[src/rtl/booth_mult_sequencer.sv]
// booth_mult_sequencer
//   Sequential radix-2 Booth signed multiplier shared by two requesters
//   through a round-robin arbiter. One Booth step per clock, so a
//   WIDTH x WIDTH product completes WIDTH cycles after the operands
//   are accepted. The 2*WIDTH-bit result is held until the consumer
//   takes it.
//
//   Optional build macro: ZERO_BYPASS_EN
//     When defined, an operation whose multiplicand or multiplier is
//     zero skips the Booth iterations and returns 0 one cycle after
//     accept. When undefined, every operation runs all WIDTH steps.
module booth_mult_sequencer #(
    parameter int WIDTH = 8
) (
    input  logic               clk,
    input  logic               rst_n,
    input  logic               req0_valid,
    input  logic [WIDTH-1:0]   req0_mc,
    input  logic [WIDTH-1:0]   req0_mp,
    output logic               req0_ready,
    input  logic               req1_valid,
    input  logic [WIDTH-1:0]   req1_mc,
    input  logic [WIDTH-1:0]   req1_mp,
    output logic               req1_ready,
    output logic               rsp_valid,
    output logic [2*WIDTH-1:0] rsp_y,
    output logic               rsp_id,
    input  logic               rsp_ready,
    output logic               busy
);

    // Step counter only has to reach WIDTH-1
    localparam int CW = $clog2(WIDTH) + 1;

    typedef enum logic [1:0] {
        ST_IDLE = 2'd0,
        ST_RUN  = 2'd1,
        ST_DONE = 2'd2
    } state_t;

    state_t               state_q, state_d;
    logic [WIDTH:0]       a_q, a_d;          // accumulator, one guard bit
    logic [WIDTH-1:0]     q_q, q_d;          // multiplier / low product half
    logic                 q1_q, q1_d;        // Booth look-behind bit
    logic [WIDTH-1:0]     m_q, m_d;          // latched multiplicand
    logic [CW-1:0]        cnt_q, cnt_d;      // Booth steps already done
    logic                 last_q, last_d;    // requester granted most recently
    logic                 rsp_valid_q, rsp_valid_d;
    logic [2*WIDTH-1:0]   rsp_y_q, rsp_y_d;
    logic                 rsp_id_q, rsp_id_d;

    // Requesters packed into vectors so arbitration is written once
    logic [1:0]              req_valid;
    logic [1:0][WIDTH-1:0]   req_mc_vec;
    logic [1:0][WIDTH-1:0]   req_mp_vec;
    logic [1:0]              grant;
    logic                    accept;
    logic                    accept_id;
    logic [WIDTH-1:0]        sel_mc;
    logic [WIDTH-1:0]        sel_mp;

    // Booth step datapath
    logic [WIDTH:0]       m_ext;
    logic [WIDTH:0]       sum;
    logic [WIDTH:0]       a_shift;
    logic [WIDTH-1:0]     q_shift;
    logic                 q1_shift;
    logic                 last_step;

    // High when the current RUN cycle should finish without iterating
    logic                 bypass;

    assign req_valid  = {req1_valid, req0_valid};
    assign req_mc_vec = {req1_mc, req0_mc};
    assign req_mp_vec = {req1_mp, req0_mp};

    // Round-robin grant: a lone requester always wins; on a tie the one
    // not granted last time wins. Only offered while idle.
    genvar gi;
    generate
        for (gi = 0; gi < 2; gi++) begin : g_grant
            assign grant[gi] = (state_q == ST_IDLE) && req_valid[gi] &&
                               (!req_valid[1-gi] || (last_q != 1'(gi)));
        end
    endgenerate

    assign req0_ready = grant[0];
    assign req1_ready = grant[1];
    assign accept     = |grant;
    assign accept_id  = grant[1];
    assign sel_mc     = req_mc_vec[accept_id];
    assign sel_mp     = req_mp_vec[accept_id];

`ifdef ZERO_BYPASS_EN
    // Zero-operand flag captured at accept; consumed in the single RUN cycle
    logic zero_q, zero_d;

    // Zero-operand flag register
    always_ff @(posedge clk) begin
        if (!rst_n) begin
            zero_q <= 1'b0;
        end else begin
            zero_q <= zero_d;
        end
    end

    // Flag is refreshed on every accept and otherwise held
    always_comb begin
        zero_d = zero_q;
        if (accept) begin
            zero_d = (sel_mc == '0) || (sel_mp == '0);
        end
    end

    assign bypass = zero_q;
`else
    assign bypass = 1'b0;
`endif

    // One radix-2 Booth step: conditional add/subtract then arithmetic shift
    always_comb begin
        m_ext = {m_q[WIDTH-1], m_q};
        case ({q_q[0], q1_q})
            2'b01:   sum = a_q + m_ext;
            2'b10:   sum = a_q - m_ext;
            default: sum = a_q;
        endcase
        a_shift   = {sum[WIDTH], sum[WIDTH:1]};
        q_shift   = {sum[0], q_q[WIDTH-1:1]};
        q1_shift  = q_q[0];
        last_step = (cnt_q == CW'(WIDTH - 1));
    end

    // FSM next-state and datapath register updates
    always_comb begin
        state_d     = state_q;
        a_d         = a_q;
        q_d         = q_q;
        q1_d        = q1_q;
        m_d         = m_q;
        cnt_d       = cnt_q;
        last_d      = last_q;
        rsp_valid_d = rsp_valid_q;
        rsp_y_d     = rsp_y_q;
        rsp_id_d    = rsp_id_q;

        case (state_q)
            ST_IDLE: begin
                if (accept) begin
                    m_d      = sel_mc;
                    q_d      = sel_mp;
                    a_d      = '0;
                    q1_d     = 1'b0;
                    cnt_d    = '0;
                    rsp_id_d = accept_id;
                    last_d   = accept_id;
                    state_d  = ST_RUN;
                end
            end

            ST_RUN: begin
                if (bypass) begin
                    rsp_y_d     = '0;
                    rsp_valid_d = 1'b1;
                    state_d     = ST_DONE;
                end else begin
                    a_d   = a_shift;
                    q_d   = q_shift;
                    q1_d  = q1_shift;
                    cnt_d = cnt_q + CW'(1);
                    // Final step result goes straight to the output register
                    if (last_step) begin
                        rsp_y_d     = {a_shift[WIDTH-1:0], q_shift};
                        rsp_valid_d = 1'b1;
                        state_d     = ST_DONE;
                    end
                end
            end

            ST_DONE: begin
                if (rsp_ready) begin
                    rsp_valid_d = 1'b0;
                    state_d     = ST_IDLE;
                end
            end

            default: begin
                state_d     = ST_IDLE;
                rsp_valid_d = 1'b0;
            end
        endcase
    end

    // State registers; reset discards any operation in flight
    always_ff @(posedge clk) begin
        if (!rst_n) begin
            state_q     <= ST_IDLE;
            a_q         <= '0;
            q_q         <= '0;
            q1_q        <= 1'b0;
            m_q         <= '0;
            cnt_q       <= '0;
            last_q      <= 1'b1;   // makes requester 0 win the first tie
            rsp_valid_q <= 1'b0;
            rsp_y_q     <= '0;
            rsp_id_q    <= 1'b0;
        end else begin
            state_q     <= state_d;
            a_q         <= a_d;
            q_q         <= q_d;
            q1_q        <= q1_d;
            m_q         <= m_d;
            cnt_q       <= cnt_d;
            last_q      <= last_d;
            rsp_valid_q <= rsp_valid_d;
            rsp_y_q     <= rsp_y_d;
            rsp_id_q    <= rsp_id_d;
        end
    end

    assign rsp_valid = rsp_valid_q;
    assign rsp_y     = rsp_y_q;
    assign rsp_id    = rsp_id_q;
    assign busy      = (state_q != ST_IDLE);

endmodule
[config.mk]
export PLATFORM = sky130hd
export DESIGN_NAME = booth_mult_sequencer
export DESIGN_NICKNAME = d
export VERILOG_FILES = /design/src/rtl/booth_mult_sequencer.sv
export SDC_FILE = /design/constraint.sdc
export NUM_CORES = 1
export LEC_CHECK = 0
export ABC_CLOCK_PERIOD_IN_PS = 7680
export CAP_MARGIN = 15
export CORE_MARGIN = 4
export CORE_UTILIZATION = 54
export CTS_CLUSTER_DIAMETER = 30
export DETAILED_ROUTE_END_ITERATION = 7
export PLACE_DENSITY = 0.85
export SLEW_MARGIN = 15
export SYNTH_ARGS = -nofsm -noshare
export SYNTH_HDL_FRONTEND = slang
export SYNTH_SLANG_ARGS = --single-unit
[constraint.sdc]
create_clock -name clk -period 7.68 [get_ports clk]
set_clock_uncertainty 0.2 [all_clocks]
set_input_delay 0.768 -clock clk [delete_from_list [all_inputs] [get_ports clk]]
set_output_delay 0.768 -clock clk [all_outputs]
set_load 0.01 [all_outputs]
======== Word-level counts from Yosys, hierarchy flattened ========
Cells that the tools add are included.
cells by class
  add/sub/neg operators ................... 3
  $lt $le $gt $ge ......................... 1
  eq/ne operators ......................... 8
  muxes and demuxes ....................... 20
  bitwise operators ....................... 2
  reduce and logical (&&, ||, !) cells .... 17
operators by type and width
  kind                                                  number
  2-to-1 mux 8 bit                                      5
  case mux 9 bit (2 select lines)                       2
  case mux 8 bit (2 select lines)                       1
  adder 9 bit                                           1
  2-to-1 mux 9 bit                                      1
  subtractor 9 bit                                      1
  case mux 4 bit (2 select lines)                       1
  2-to-1 mux 2 bit                                      3
  != test 2 bit (second input constant)                 3
  case mux 2 bit (3 select lines)                       1
  AND reduction 2 bit                                   3
  AND reduction 3 bit                                   2
  adder 4 x 1 -> 4 bit (second input constant)          1
  equality test 2 x 1 -> 1 bit (second input constant)  2
  equality test 2 bit (second input constant)           2
  equality test 4 x 3 -> 1 bit (second input constant)  1
  logical AND 1 bit                                     4
  2-to-1 mux 4 bit                                      1
  nonzero test 2 bit                                    2
  2-to-1 mux 1 bit                                      3
  case mux 1 bit (3 select lines)                       1
  zero test 1 bit                                       2
  zero test 2 bit                                       1
  logical OR 1 bit                                      2
  4 further kinds                                       5
storage, ports and cells
  flip-flop bits (word level) ............. 51
  input bits .............................. 37
  output and inout port bits .............. 21
  word-level logic and storage cells ...... 61

======== Logic depth before layout (Yosys ltp) ========
  depth after elaboration ................. 7
  gate-level depth with buffers ........... 12
  mapped depth without buffers ............ 11

======== Least setup slack after synthesis ========
Ideal clock, no wire load.
  path kind ............................... flip-flop to flip-flop
  start point ............................. register m_q[0]
  end point ............................... register a_q[7]
  setup time .............................. 62 ps
  data arrival time ....................... 2,371 ps
  data required time ...................... 7,418 ps
  setup slack ............................. 5,047 ps
  cell stages (with the launch flop) ...... 11
  buffers on the path ..................... 0
  period minus slack after synthesis ...... 2,633 ps
  path through ............................ dfxtp_1 -> inv_1 -> ha_1 -> mux2_2 -> fa_1 -> nand2b_1 -> a21oi_1 -> a21oi_2 -> mux2i_1 -> or3_1 -> nand3_1
on the way
  longest elaborated chain between the ends .. 3
  elaborated cells on any way between the ends .. 4
  classes of those cells .................. 2 x add/sub; 2 x mux
ends and longest elaborated chain
  element                                          RTL line  text
  start, declared                                  45        logic [WIDTH-1:0] m_q, m_d;
  start signal, assigned                           212       m_q <= m_d;
  subtractor 9 bit or adder 9 bit (tied branches)  125, 124
  case mux 9 bit (2 select lines) (*)              123       case ({q_q[0], q1_q})
  case mux 9 bit (2 select lines) (*)              147       case (state_q)
  end signal, assigned                             198       a_q <= '0;
  end signal, assigned                             209       a_q <= a_d;
  end, declared                                    42        logic [WIDTH:0] a_q, a_d;
Every way passes the cells marked *; elsewhere a longest branch is shown, timed or not.
A chain may end at the register's enable or synchronous reset.

======== Worst setup path in the final report ========
  start point ............................. input req0_valid
  end point ............................... output req1_ready
on the way
  longest elaborated chain between the ends .. 3
ends and longest elaborated chain
  element            RTL line  text
  start, declared    17        input logic req0_valid,
  zero test 1 bit    83        (!req_valid[1-gi] || (last_q != 1'(gi)));
  logical OR 1 bit   83
  logical AND 1 bit  82        assign grant[gi] = (state_q == ST_IDLE) && req_valid[gi] &&
  end, declared      24        output logic req1_ready,
No other way between the ends.

==> out/summary.md <==
For the hold slack, the log shows 0.256 ns. In the synthesized netlist the dominant register cell turns out to be sky130_fd_sc_hd__dfxtp_1. The data required time at the worst endpoint was 6.71 ns. The startpoint identified for the worst hold timing path is rsp_y[3]. The netlist area before placement is 2580 um2. The share of final-layout standard cells stronger than drive strength 1 was 4.95%. In the finished design, the share of the clock period the worst path needs comes to 48.7%. The global-route track usage on met1 is 25.5%. The maximum number of pins on one net before global-route repair came out at 41.

Number of global-route vias before repair: 2,314. The number of H-tree levels was 2. Counting instances, the worst hold path has a depth of 2. In the final design database the tool counted 412 nets. The number of enable flip-flop cells after synthesis is 0.

Of all flip-flops after synthesis, the portion carrying an async set or reset was 0%. The number of post-CTS setup repair buffers is 0. Routed length per placed instance: 15.2 um.

The tools report the number of nets produced by synthesis as 366. The library cell used most frequently in the layout, excluding fill and tap cells, is sky130_fd_sc_hd__clkdlybuf4s50_1. The most used routing layer was met2. The cell with the largest stage delay on the worst path is sky130_fd_sc_hd__clkdlybuf4s50_1.

After clock tree synthesis, the clock-pin slew on the worst setup and hold paths is 0.09 ns. Setup repair after global routing left no endpoint under its margin. The number of distinct library cells after synthesis came out at 40. The tools report the capture instance of the worst register-to-register path as rsp_y[15]. The core area is 4470 um2, and the mean post-synth cell area is 8.13 um2. The analysis attributes to net switching a power of 0.196 mW.

The die is 77.1 um wide. By area the synthesized netlist is led by sky130_fd_sc_hd__dfxtp_1, sky130_fd_sc_hd__a22oi_1, sky130_fd_sc_hd__nand2_1. The tools report the die outline area as 5940 um2. Met3 track utilization from global routing: 3.63%. The Yosys step of the flow raised 0 warnings.

The tools report the number of failing setup endpoints in the final timing report as 0. In the layout the commonest cells are sky130_fd_sc_hd__clkdlybuf4s50_1, sky130_fd_sc_hd__dfxtp_1, sky130_fd_sc_hd__nand2_1, sky130_fd_sc_hd__nor2_1, sky130_fd_sc_hd__a21oi_1. Later-pin clock latency in the skew report: 0.30 ns.

For this design the static power due to leakage is 1.20 nW. Minimum period implied by the final worst setup slack: 3.74 ns. The most critical setup path has its startpoint at req0_valid.

The number of hold buffers added after cts came out at 0. In this run the critical register-to-register path is launched from q_q[0]. The first routing iteration left 119 violations.

Path category of the worst min-delay check: flop to flop. In this run the register-to-register setup slack is 4.63 ns. The kind of start point of the critical path was an input port. The cell count after synthesis came out at 317. Once detail routing completed, the nets flagged for antenna violations numbered 0. The initial utilization of the core area, before any placement, comes to 57.6%. For this run, the slowest stage of the critical path takes 0.60 ns. Combinational logic burns 28.5% of the power.

The number of cells on the worst reg-to-reg path is 9. 0 antenna diodes ended up in the layout. The run gives 29.4% as the worst max-slew margin expressed relative to the limit. Row generation in the floorplan step produced 24 rows.

For this run, the total global-route usage over all layers was measured as 21.6%. The signal on the critical path passes through clkdlybuf4s50_1, nand2_1, nand3_1, inv_2, clkdlybuf4s50_1. The arrival time at the worst endpoint was 2.77 ns. The tree is rooted in a sky130_fd_sc_hd__clkbuf_8. The synthesized design devotes to its leading area cell type 38.9% of total area. The filler cells instantiated in the layout total 358.

The most frequent cell on the critical path was sky130_fd_sc_hd__clkdlybuf4s50_1. From bottom edge to top edge, the die measures 77.1 um. The first global-routing pass estimated 10,400 um of wire.

The leading area contributor after synthesis was sky130_fd_sc_hd__dfxtp_1. Endpoint of the worst hold path: rsp_y[3]. TritonCTS built the clock tree. From synthesis to final layout, the design area changed by 24.6%.

In this run, the clock network consumes 25.7% of the power. The switching portion of total power works out to 31.4%. The actual transition at the worst max-transition pin is 1.05 ns.

Number of clock buffers inserted by TritonCTS: 5. Summed over all layers, the global routing overflow is 0. The critical path is of the input port to primary output type.

Power spread over the standard cell area amounts to 194 nW/um2. Routability-driven placement finished with a final weighted congestion of 0.791. The flow ran to the end, and the final reports show no timing, DRC or antenna violations. Synthesized flop and latch total: 50.

The final count of pins violating max slew was 0; the setup TNS was 0 ns. For this run, the detailed router's first-pass iteration total came to 4. The number of ports placed on the die boundary is 58. The tool flagged a number of max-cap violations equal to 0.

The logs give 6330 um for the total routed wirelength and 0 for the count of cells resized by post-cts repair. For this block, the via count after detailed routing is 2,402. The portion of the post-synthesis area used by sequential elements was 38.9%. The run gives 0 as the final hold violation count. Post-detailed-route via-to-cell ratio: 5.77. The worst setup path is captured at a primary output.

Static timing analysis puts the maximum clock frequency at 267 MHz. The worst-case vdd ir drop was 0.113 mV. The detailed placer's ending HPWL was 4690 um. For the total number of clock tree sinks, the log shows 50. The longest clock path from root to sink contains 2 buffers. Sequential cells burn 45.8% of the power. The number of buffers inserted by port buffering was 57; the internal portion of total power was 0.428 mW. Highest net fanout along the worst path: 20. For this run, design rule violations remaining after detail routing come to 0. The initial antenna violation count is 0. The routing usage on met2 was 39.2%.
[per-layer routing]
layer	vias up	routed length (um)
met4	0	100
met1	1129	2790
li1	1211	-
met5	-	0
met2	50	3220
met3	12	217
[state kept, by name, indices dropped and copies added, names as in the netlist]
name and count:
rsp_y 16, a_q 8, m_q 8, q_q 8, cnt_q 4, state_q 2, last_q 1, q1_q 1
rsp_id 1, rsp_valid 1
[kinds of logic after synthesis]
family                   Yosys count  share of synthesized area, %
adder cells (fa/ha/maj)           12                          6.12
buffers and inverters             29                          5.49
flip-flops                        50                          38.9
XOR/XNOR                          14                          4.76
AO/OA/AOI/OAI                     91                          22.5
multiplexers                       5                          1.99
AND/OR/NAND/NOR                  116                          20.3
[power by group through the flow]
stage / Combinational [mW] / Sequential (mW) / Clock [mW]
detailed placement: 0.176 / 0.292 / 0
global placement: 0.168 / 0.291 / 0
floorplan: 0.129 / 0.288 / 0
global route: 0.196 / 0.288 / 0.172
finish: 0.177 / 0.286 / 0.160
CTS: 0.177 / 0.286 / 0.163
[metrics by stage]
| step | power, mW | area, um2 | instances | setup WS (ns) | utilization [%] |
|---|---|---|---|---|---|
| after floorplan | 0.417 | 2580 | 317 | 5.05 | - |
| after global placement | 0.460 | 3120 | 408 | 4.02 | 69.6 |
| after detailed placement | 0.467 | 3120 | 408 | 3.97 | 69.6 |
| after CTS | 0.626 | 3210 | 416 | 3.97 | 71.8 |
| after global routing | 0.655 | 3210 | 416 | 3.78 | 71.8 |
| final | 0.623 | 3210 | 416 | 3.94 | 71.8 |
[Yosys cell counts (3+ instances only)]
| cell type | count |
|---|---|
| sky130_fd_sc_hd__a21oi_1 | 29 |
| sky130_fd_sc_hd__nor2b_1 | 3 |
| sky130_fd_sc_hd__nand3_1 | 8 |
| sky130_fd_sc_hd__nand2_1 | 44 |
| sky130_fd_sc_hd__nand2b_1 | 5 |
| sky130_fd_sc_hd__inv_1 | 8 |
| sky130_fd_sc_hd__mux2i_1 | 4 |
| sky130_fd_sc_hd__dfxtp_1 | 50 |
| sky130_fd_sc_hd__o21a_1 | 3 |
| sky130_fd_sc_hd__a311oi_1 | 6 |
| sky130_fd_sc_hd__nor2_1 | 39 |
| sky130_fd_sc_hd__nor3_1 | 8 |
| sky130_fd_sc_hd__xnor2_1 | 9 |
| sky130_fd_sc_hd__xor2_1 | 5 |
| sky130_fd_sc_hd__buf_2 | 8 |
| sky130_fd_sc_hd__a22oi_1 | 22 |
| sky130_fd_sc_hd__clkbuf_1 | 8 |
| sky130_fd_sc_hd__buf_6 | 3 |
| sky130_fd_sc_hd__ha_1 | 11 |
| sky130_fd_sc_hd__a31oi_1 | 6 |
| sky130_fd_sc_hd__o21ai_0 | 12 |
[final cells by class]
cell class	count	area, um2	area share [%]
timing repair buffer	58	578	18.0
clock buffer	6	82.6	2.57
inverter	10	37.5	1.17
clock inverter	2	12.5	0.390
multi-input combinational	238	1430	44.7
sequential	50	1000	31.2
tap	52	65.1	2.03
[critical path, delay by kind of cell]
kind / cells / cell delay [ns]
buffers and inverters: 3 / 1.43
and+or+nand+nor: 2 / 0.57
[how the worst max path moves through the flow]
stage          slack (ns)          to
5_1_grt              3.78  req1_ready
6_report             3.94  req1_ready
2_1_floorplan        5.05      a_q[7]
3_5_place_dp         3.97  req1_ready
3_3_place_gp         4.02  req1_ready
4_1_cts              3.97  req1_ready
Note: power is estimated with default switching activity, not from simulation.
